===== src/rtl/mem_access_unit_pkg.sv =====
// +----------------------------------------------------------------------------+
// | mem_access_unit_pkg                                                        |
// | Shared size/state encodings and default bus timeout for the load/store unit|
// | Revision: 1.0                                                              |
// +----------------------------------------------------------------------------+
`default_nettype none

package mem_access_unit_pkg;

   localparam logic [1:0] SZ_BYTE = 2'b00;
   localparam logic [1:0] SZ_HALF = 2'b01;
   localparam logic [1:0] SZ_WORD = 2'b10;

   localparam logic [1:0] ST_IDLE = 2'b00;
   localparam logic [1:0] ST_BUS  = 2'b01;
   localparam logic [1:0] ST_DONE = 2'b10;

   localparam int TIMEOUT_DEFAULT = 255;

   // Reserved size 2'b11 follows the word rule.
   function automatic logic is_misaligned(input logic [1:0] sz, input logic [1:0] lo);
      logic r;
      case (sz)
         SZ_BYTE: r = 1'b0;
         SZ_HALF: r = lo[0];
         default: r = (lo != 2'b00);
      endcase
      return r;
   endfunction

endpackage

`default_nettype wire


===== src/rtl/mem_lane_align.sv =====
// +----------------------------------------------------------------------------+
// | mem_lane_align                                                             |
// | Store lane replication / byte enables and load lane extract / extend.      |
// | Revision: 1.0                                                              |
// +----------------------------------------------------------------------------+
`default_nettype none

module mem_lane_align
   import mem_access_unit_pkg::*;
(
   input  logic [1:0]  size_i,
   input  logic [1:0]  addr_lo_i,
   input  logic        unsigned_i,
   input  logic [31:0] wdata_i,
   input  logic [31:0] rdata_i,
   output logic [31:0] wdata_o,
   output logic [3:0]  be_o,
   output logic [31:0] rdata_o
);

   logic [7:0]  w_byte;
   logic [15:0] w_half;

   always_comb begin
      w_byte = rdata_i[{addr_lo_i, 3'b000} +: 8];
      w_half = addr_lo_i[1] ? rdata_i[31:16] : rdata_i[15:0];
      case (size_i)
         SZ_BYTE: begin
            wdata_o = {4{wdata_i[7:0]}};
            be_o    = 4'b0001 << addr_lo_i;
            rdata_o = unsigned_i ? {24'h0, w_byte} : {{24{w_byte[7]}}, w_byte};
         end
         SZ_HALF: begin
            wdata_o = {2{wdata_i[15:0]}};
            be_o    = addr_lo_i[1] ? 4'b1100 : 4'b0011;
            rdata_o = unsigned_i ? {16'h0, w_half} : {{16{w_half[15]}}, w_half};
         end
         default: begin
            wdata_o = wdata_i;
            be_o    = 4'b1111;
            rdata_o = rdata_i;
         end
      endcase
   end

endmodule

`default_nettype wire


===== src/rtl/mem_access_unit.sv =====
// +----------------------------------------------------------------------------+
// | mem_access_unit                                                            |
// | Load/store engine between the memory stage and the data-memory bus.        |
// | Optional bus timeout enabled by defining MEM_TIMEOUT_EN.                   |
// | Revision: 1.0                                                              |
// +----------------------------------------------------------------------------+
`default_nettype none

module mem_access_unit
   import mem_access_unit_pkg::*;
#(
   parameter int ADDR_W  = 32,
   parameter int TIMEOUT = TIMEOUT_DEFAULT
) (
   input  logic              clk,
   input  logic              rst,
   input  logic              MemRead,
   input  logic              MemWrite,
   input  logic [1:0]        size,
   input  logic              unsigned_ld,
   input  logic [ADDR_W-1:0] addr,
   input  logic [31:0]       wdata,
   output logic [31:0]       r_data,
   output logic              stall,
   output logic              done,
   output logic              err,
   output logic              mem_req,
   output logic              mem_we,
   output logic [ADDR_W-1:0] mem_addr,
   output logic [3:0]        mem_be,
   output logic [31:0]       mem_wdata,
   input  logic              mem_ack,
   input  logic [31:0]       mem_rdata
);

   logic [1:0]        state_q, state_d;
   logic [31:0]       rdata_q;
   logic              err_q;
   logic              we_q;
   logic [ADDR_W-1:0] addr_q;
   logic [3:0]        be_q;
   logic [31:0]       wdata_q;
   logic [1:0]        size_q;
   logic [1:0]        alo_q;
   logic              uns_q;
   logic              both_q;

   logic              w_req;
   logic              w_misal;
   logic              w_idle;
   logic [1:0]        w_size;
   logic [1:0]        w_alo;
   logic              w_uns;
   logic [31:0]       w_wdata;
   logic [3:0]        w_be;
   logic [31:0]       w_rdata;

   assign w_req   = MemRead | MemWrite;
   assign w_misal = is_misaligned(size, addr[1:0]);
   assign w_idle  = (state_q == ST_IDLE);

   // One aligner serves both directions: live inputs while accepting, latched ones during BUS.
   assign w_size = w_idle ? size        : size_q;
   assign w_alo  = w_idle ? addr[1:0]   : alo_q;
   assign w_uns  = w_idle ? unsigned_ld : uns_q;

   mem_lane_align u_align (
      .size_i     (w_size),
      .addr_lo_i  (w_alo),
      .unsigned_i (w_uns),
      .wdata_i    (wdata),
      .rdata_i    (mem_rdata),
      .wdata_o    (w_wdata),
      .be_o       (w_be),
      .rdata_o    (w_rdata)
   );

`ifdef MEM_TIMEOUT_EN
   localparam int CNT_W = ($clog2(TIMEOUT + 1) > 8) ? $clog2(TIMEOUT + 1) : 8;
   logic [CNT_W-1:0] cnt_q;
   logic             w_timeout;
   assign w_timeout = (cnt_q == CNT_W'(TIMEOUT - 1));
`else
   logic w_unused_timeout;
   assign w_unused_timeout = |TIMEOUT;
`endif

   always_comb begin
      state_d = state_q;
      case (state_q)
         ST_IDLE: if (w_req && !w_misal) state_d = ST_BUS;
         ST_BUS: begin
            if (mem_ack) state_d = ST_DONE;
`ifdef MEM_TIMEOUT_EN
            else if (w_timeout) state_d = ST_DONE;
`endif
         end
         default: state_d = ST_IDLE;
      endcase
   end

   always_ff @(posedge clk) begin
      if (rst) begin
         state_q <= ST_IDLE;
         rdata_q <= '0;
         err_q   <= 1'b0;
         we_q    <= 1'b0;
         addr_q  <= '0;
         be_q    <= '0;
         wdata_q <= '0;
         size_q  <= '0;
         alo_q   <= '0;
         uns_q   <= 1'b0;
         both_q  <= 1'b0;
`ifdef MEM_TIMEOUT_EN
         cnt_q   <= '0;
`endif
      end else begin
         state_q <= state_d;
         err_q   <= 1'b0;
         case (state_q)
            ST_IDLE: begin
               if (w_req && w_misal) begin
                  err_q <= 1'b1;
               end else if (w_req) begin
                  we_q    <= MemWrite;
                  addr_q  <= {addr[ADDR_W-1:2], 2'b00};
                  be_q    <= w_be;
                  wdata_q <= w_wdata;
                  size_q  <= size;
                  alo_q   <= addr[1:0];
                  uns_q   <= unsigned_ld;
                  both_q  <= MemRead & MemWrite;
`ifdef MEM_TIMEOUT_EN
                  cnt_q   <= '0;
`endif
               end
            end
            ST_BUS: begin
               if (mem_ack) begin
                  if (!we_q) rdata_q <= w_rdata;
                  err_q <= both_q;
               end
`ifdef MEM_TIMEOUT_EN
               else if (w_timeout) begin
                  if (!we_q) rdata_q <= '0;
                  err_q <= 1'b1;
               end else begin
                  cnt_q <= cnt_q + CNT_W'(1);
               end
`endif
            end
            default: ;
         endcase
      end
   end

   assign stall     = (w_idle && w_req && !w_misal) || (state_q == ST_BUS);
   assign done      = (state_q == ST_DONE);
   assign mem_req   = (state_q == ST_BUS);
   assign err       = err_q;
   assign r_data    = rdata_q;
   assign mem_we    = we_q;
   assign mem_addr  = addr_q;
   assign mem_be    = be_q;
   assign mem_wdata = wdata_q;

endmodule

`default_nettype wire


===== config.mk =====
export PLATFORM = sky130hd
export DESIGN_NAME = mem_access_unit
export DESIGN_NICKNAME = d
export VERILOG_FILES = /design/src/rtl/mem_access_unit_pkg.sv /design/src/rtl/mem_lane_align.sv /design/src/rtl/mem_access_unit.sv
export SDC_FILE = /design/constraint.sdc
export NUM_CORES = 1
export LEC_CHECK = 0
export CAP_MARGIN = 25
export CORE_ASPECT_RATIO = 0.5
export CORE_MARGIN = 10
export CORE_UTILIZATION = 44
export CTS_BUF_LIST = sky130_fd_sc_hd__clkbuf_4 sky130_fd_sc_hd__clkbuf_8
export DETAILED_ROUTE_END_ITERATION = 7
export GPL_TIMING_DRIVEN = 0
export PLACE_DENSITY = 0.83
export SLEW_MARGIN = 20
export SYNTH_ARGS = -nofsm -noshare
export SYNTH_HDL_FRONTEND = slang
export SYNTH_SLANG_ARGS = --single-unit

===== constraint.sdc =====
create_clock -name clk -period 2.22 [get_ports clk]
set_input_delay 0.222 -clock clk [delete_from_list [all_inputs] [get_ports clk]]
set_output_delay 0.222 -clock clk [all_outputs]
set_load 0.02 [all_outputs]

==> flow_results.org <==
** Drt
- Across all layers, the routed design uses 5241 vias.
- In the routed layout, each cell is associated on average with a via count of 5.56.
- Drt pass-1 iters :: 6
- Drt drc :: 0
- Routed wire length per instance :: 19.7 um
- After the first detailed-routing iteration, the DRC count stood at 419.
- Routed wire length :: 18600 um
- The detail route stage leaves a number of antenna-violating nets equal to 0.

** GRT
- Pin count of the biggest net entering global routing :: 17
- Global-route total usage across every layer :: 22.0%
- Antenna violations before repair :: 0
- The first global-routing pass estimated 27900 um of wire.
- Via count of the first global-routing pass :: 5078
- Overflow left after global routing :: 0

** Critical path
- The critical path contains buffers and inverters numbering 3 combined.
- Along the worst path, the maximum fanout reaches 10.
- Critical path type :: reg -> reg
- Worst-path cell chain :: buf_6, nor2_4, buf_6, mux2_4, buf_6, a211oi_2, o221ai_1, a211oi_1
- The worst setup path is launched from a flip-flop.
- In this design, the stage delay of the slowest critical-path cell is 0.43 ns.
- Cell type group with the largest total delay on the critical path :: compound AO/OA/AOI/OAI gates
- The largest individual stage delay along the critical path comes from the cell sky130_fd_sc_hd__a211oi_2.
- The worst setup path is captured at a flip-flop.
- Data arrival time at the worst-slack endpoint :: 2.47 ns
- Data required time of the worst path :: 2.50 ns
- Among the stages of the critical path, the cell type that occurs most often is sky130_fd_sc_hd__buf_6.

** Yosys
- Post-synthesis sequential element count :: 108
- Mapped Cells :: 571
- Synth cell count leaders :: sky130_fd_sc_hd__nand2_1 (112), sky130_fd_sc_hd__dfxtp_1 (108), sky130_fd_sc_hd__nor2_1 (68), sky130_fd_sc_hd__a21oi_1 (58), sky130_fd_sc_hd__clkbuf_1 (35)
- Register area share after synthesis :: 45.1%
- The synthesized design spends more area on one cell type than any other, namely sky130_fd_sc_hd__dfxtp_1.
- Number of synthesized flops with an enable pin :: 0
- Unique masters post-synth :: 52
- After synthesis, the share of flip-flops with an asynchronous set or reset is 0%.
- By instance count, the leading cell after synthesis is sky130_fd_sc_hd__nand2_1.
- In the synthesized netlist the dominant register cell turns out to be sky130_fd_sc_hd__dfxtp_1.
- In the post-synthesis netlist, the biggest area contributors are sky130_fd_sc_hd__dfxtp_1 (45%), sky130_fd_sc_hd__nand2_1 (8.8%), sky130_fd_sc_hd__a21oi_1 (6.1%).
- After synthesis, the mean cell area works out to 8.39 sq um.
- Summed over its instances, the top area cell type makes up 45.1% of the synthesized netlist area.
- Warnings from Yosys :: 0
- Area of the mapped netlist :: 4790 sq um

** CTS
- Number of sinks handled by clock tree synthesis :: 108
- TritonCTS created 9 clock buffers.
- CTS clk-pin slew, worst paths :: 0.10 ns
- H-tree lvl count :: 3
- Clk Latency, worst-skew pair :: 0.37 ns
- The tree is rooted in a sky130_fd_sc_hd__clkbuf_8.
- Clock Path Buffers :: 2
- TritonCTS built the clock tree.

** Power
- PwrDens :: 697 nW/um^2
- Summed over all cells, the static leakage comes to 2.71 nW.
- The worst-case IR drop observed on VDD is 0.357 mV.
- In this run, the combinational gates consume 30.7% of the power.
- For this design the total switching power over the nets is 1.62 mW.
- The design draws 5.17 mW.
- Internal power summed over all cells :: 3.54 mW
- Share of power burned in the clock network :: 27.0%
- Switching part of the total :: 31.4%
- Fraction of power consumed by sequential logic :: 42.3%

** STA
- At the pin with the least slew margin, the transition time is 0.956 ns.
- Worst slew margin relative to its limit :: 34.4%
- After routing, the total negative slack on setup checks comes to 0 ns.
- Static timing analysis puts the maximum clock frequency at 458 MHz.
- Total of endpoints with negative setup slack in the final report :: 0
- On the final layout, the worst clock skew is 0.0104 ns.
- The final count of hold timing violations is 0.
- The worst path uses 98.3% of the clock period.
- Max Transition Viols Final :: 0
- The worst path in the final design needs a cycle of 2.18 ns, including I/O delays and setup.

** Min path
- The path class of the tightest hold or removal check is in -> reg.

** Floorplanning
- The die covers 15700 sq um.
- The floorplan has 26 rows.
- The floorplan step set the die width to 168 um.
- I/O pin count :: 209
- Die height :: 93.8 um
- Starting density of the core :: 46.0%
- Core region area :: 10400 sq um

** Place
- The congestion estimate from routability-driven global placement came to 0.857.
- Count of buffers from port buffering :: 205
- Detailed placement ended at an HPWL of 14100 um.

** Final layout
- The layout has 830 filler cells.
- Area growth syn-to-layout :: 54.7%
- Final net count :: 902
- The post-route netlist has 10.6% of its cells at a drive strength greater than 1.
- The repair_antennas step left the layout with diodes totalling 0.

** Outcome
- Run status :: complete, no violations

** Flow run
- Max-cap violations :: 0
[final timing paths]
kind                                   start      endpoint  slack, ns  cells past startpoint
worst max-delay path              state_q[0]     r_data[2]       0.04                      8
worst max register to register    state_q[0]     r_data[2]       0.04                      8
worst min register to register  mem_addr[21]  mem_addr[21]       0.46                      2
worst min-delay path                addr[20]  mem_addr[20]       0.38                      3
[worst reg2reg max path, delay by kind of cell (launching register included)]
kind / cells / cell delay, ns
AOI/OAI and AO/OA: 3 / 0.89
buffers and inverters: 3 / 0.43
DFF: 1 / 0.35
muxes: 1 / 0.31
and+or+nand+nor: 1 / 0.12
[power groups by stage]
stage | sequential, mW | combinational, mW | clock (mW)
4_1_cts | 2.18 | 1.54 | 1.40
2_1_floorplan | 2.40 | 0.618 | 0
6_report | 2.18 | 1.59 | 1.40
3_3_place_gp | 2.22 | 1.49 | 0
3_5_place_dp | 2.23 | 1.51 | 0
5_1_grt | 2.20 | 1.69 | 1.47
[cell usage in the layout (no fill, tap or decap), types with 4 or more instances in the layout]
cell,instances
sky130_fd_sc_hd__clkdlybuf4s50_1,202
sky130_fd_sc_hd__nand2_1,112
sky130_fd_sc_hd__dfxtp_1,106
sky130_fd_sc_hd__nor2_1,67
sky130_fd_sc_hd__a21oi_1,57
sky130_fd_sc_hd__a211oi_1,33
sky130_fd_sc_hd__clkbuf_1,23
sky130_fd_sc_hd__nor3_1,17
sky130_fd_sc_hd__a221oi_1,16
sky130_fd_sc_hd__mux2i_1,13
sky130_fd_sc_hd__buf_4,13
sky130_fd_sc_hd__clkbuf_8,12
sky130_fd_sc_hd__clkbuf_2,10
sky130_fd_sc_hd__a211oi_2,10
sky130_fd_sc_hd__a21o_1,8
sky130_fd_sc_hd__nand3_1,7
sky130_fd_sc_hd__a22oi_1,7
sky130_fd_sc_hd__buf_6,6
sky130_fd_sc_hd__inv_1,5
sky130_fd_sc_hd__mux2_2,5
sky130_fd_sc_hd__nand2b_1,4
sky130_fd_sc_hd__buf_2,4
sky130_fd_sc_hd__o21ai_0,4
sky130_fd_sc_hd__o21a_1,4
sky130_fd_sc_hd__o221ai_1,4
[cell type report]
cell class | count | area [sq um] | area share, %
Multi-Input combinational cell | 412 | 2440 | 33.0
Sequential cell | 108 | 2160 | 29.2
Timing Repair Buffer | 215 | 2130 | 28.7
Buffer | 47 | 250 | 3.38
Tap cell | 140 | 175 | 2.36
Clock buffer | 12 | 165 | 2.23
Clock inverter | 3 | 68.8 | 0.928
Inverter | 5 | 18.8 | 0.253
[repair_timing]
action,in CTS,in global routing
resized for setup,19,24
buffers inserted,4,6
hold buffers,0,0
setup endpoints to repair,74,88
pin swaps,3,3
endpoints found under the hold margin,0,0
[cells by family (layout without fill, tap and decap cells)]
group / Yosys count / count (layout) / synth area share [%]
AO/OA/AOI/OAI: 167 / 167 / 25.8
AND/OR/NAND/NOR: 224 / 224 / 19.7
other: 1 / 2 / 0.0783
flip-flops: 108 / 108 / 45.1
multiplexers: 19 / 19 / 4.20
buffers and inverters: 52 / 282 / 5.12
[layer usage]
metal  GRT usage [%]  share of wire (%)
met1            25.2                 40
met2            38.5                 49
met3            6.98                8.6
met4            7.06                2.6
met5               0                  0
[registers in the layout, indices dropped and copies added (netlist names)]
register and count:
mem_addr 30, err 1, alo_q 2, uns_q 1, both_q 1, mem_we 1, mem_wdata 32, r_data 32
state_q 2, size_q 2, mem_be 4
[per-stage QoR]
step	instance area, sq um	hold slack, ns	setup WS (ns)	cells	util (%)
floorplan	4790	0.358	0.149	572	-
global route	7410	0.393	-0.0244	942	71.2
finish	7410	0.384	0.0379	942	71.2
global placement	7020	0.441	-0.399	917	67.5
detailed placement	7020	0.446	-0.413	917	67.5
CTS	7320	0.367	0.00376	936	70.4
No activity file was read; power rests on OpenSTA's default activity.
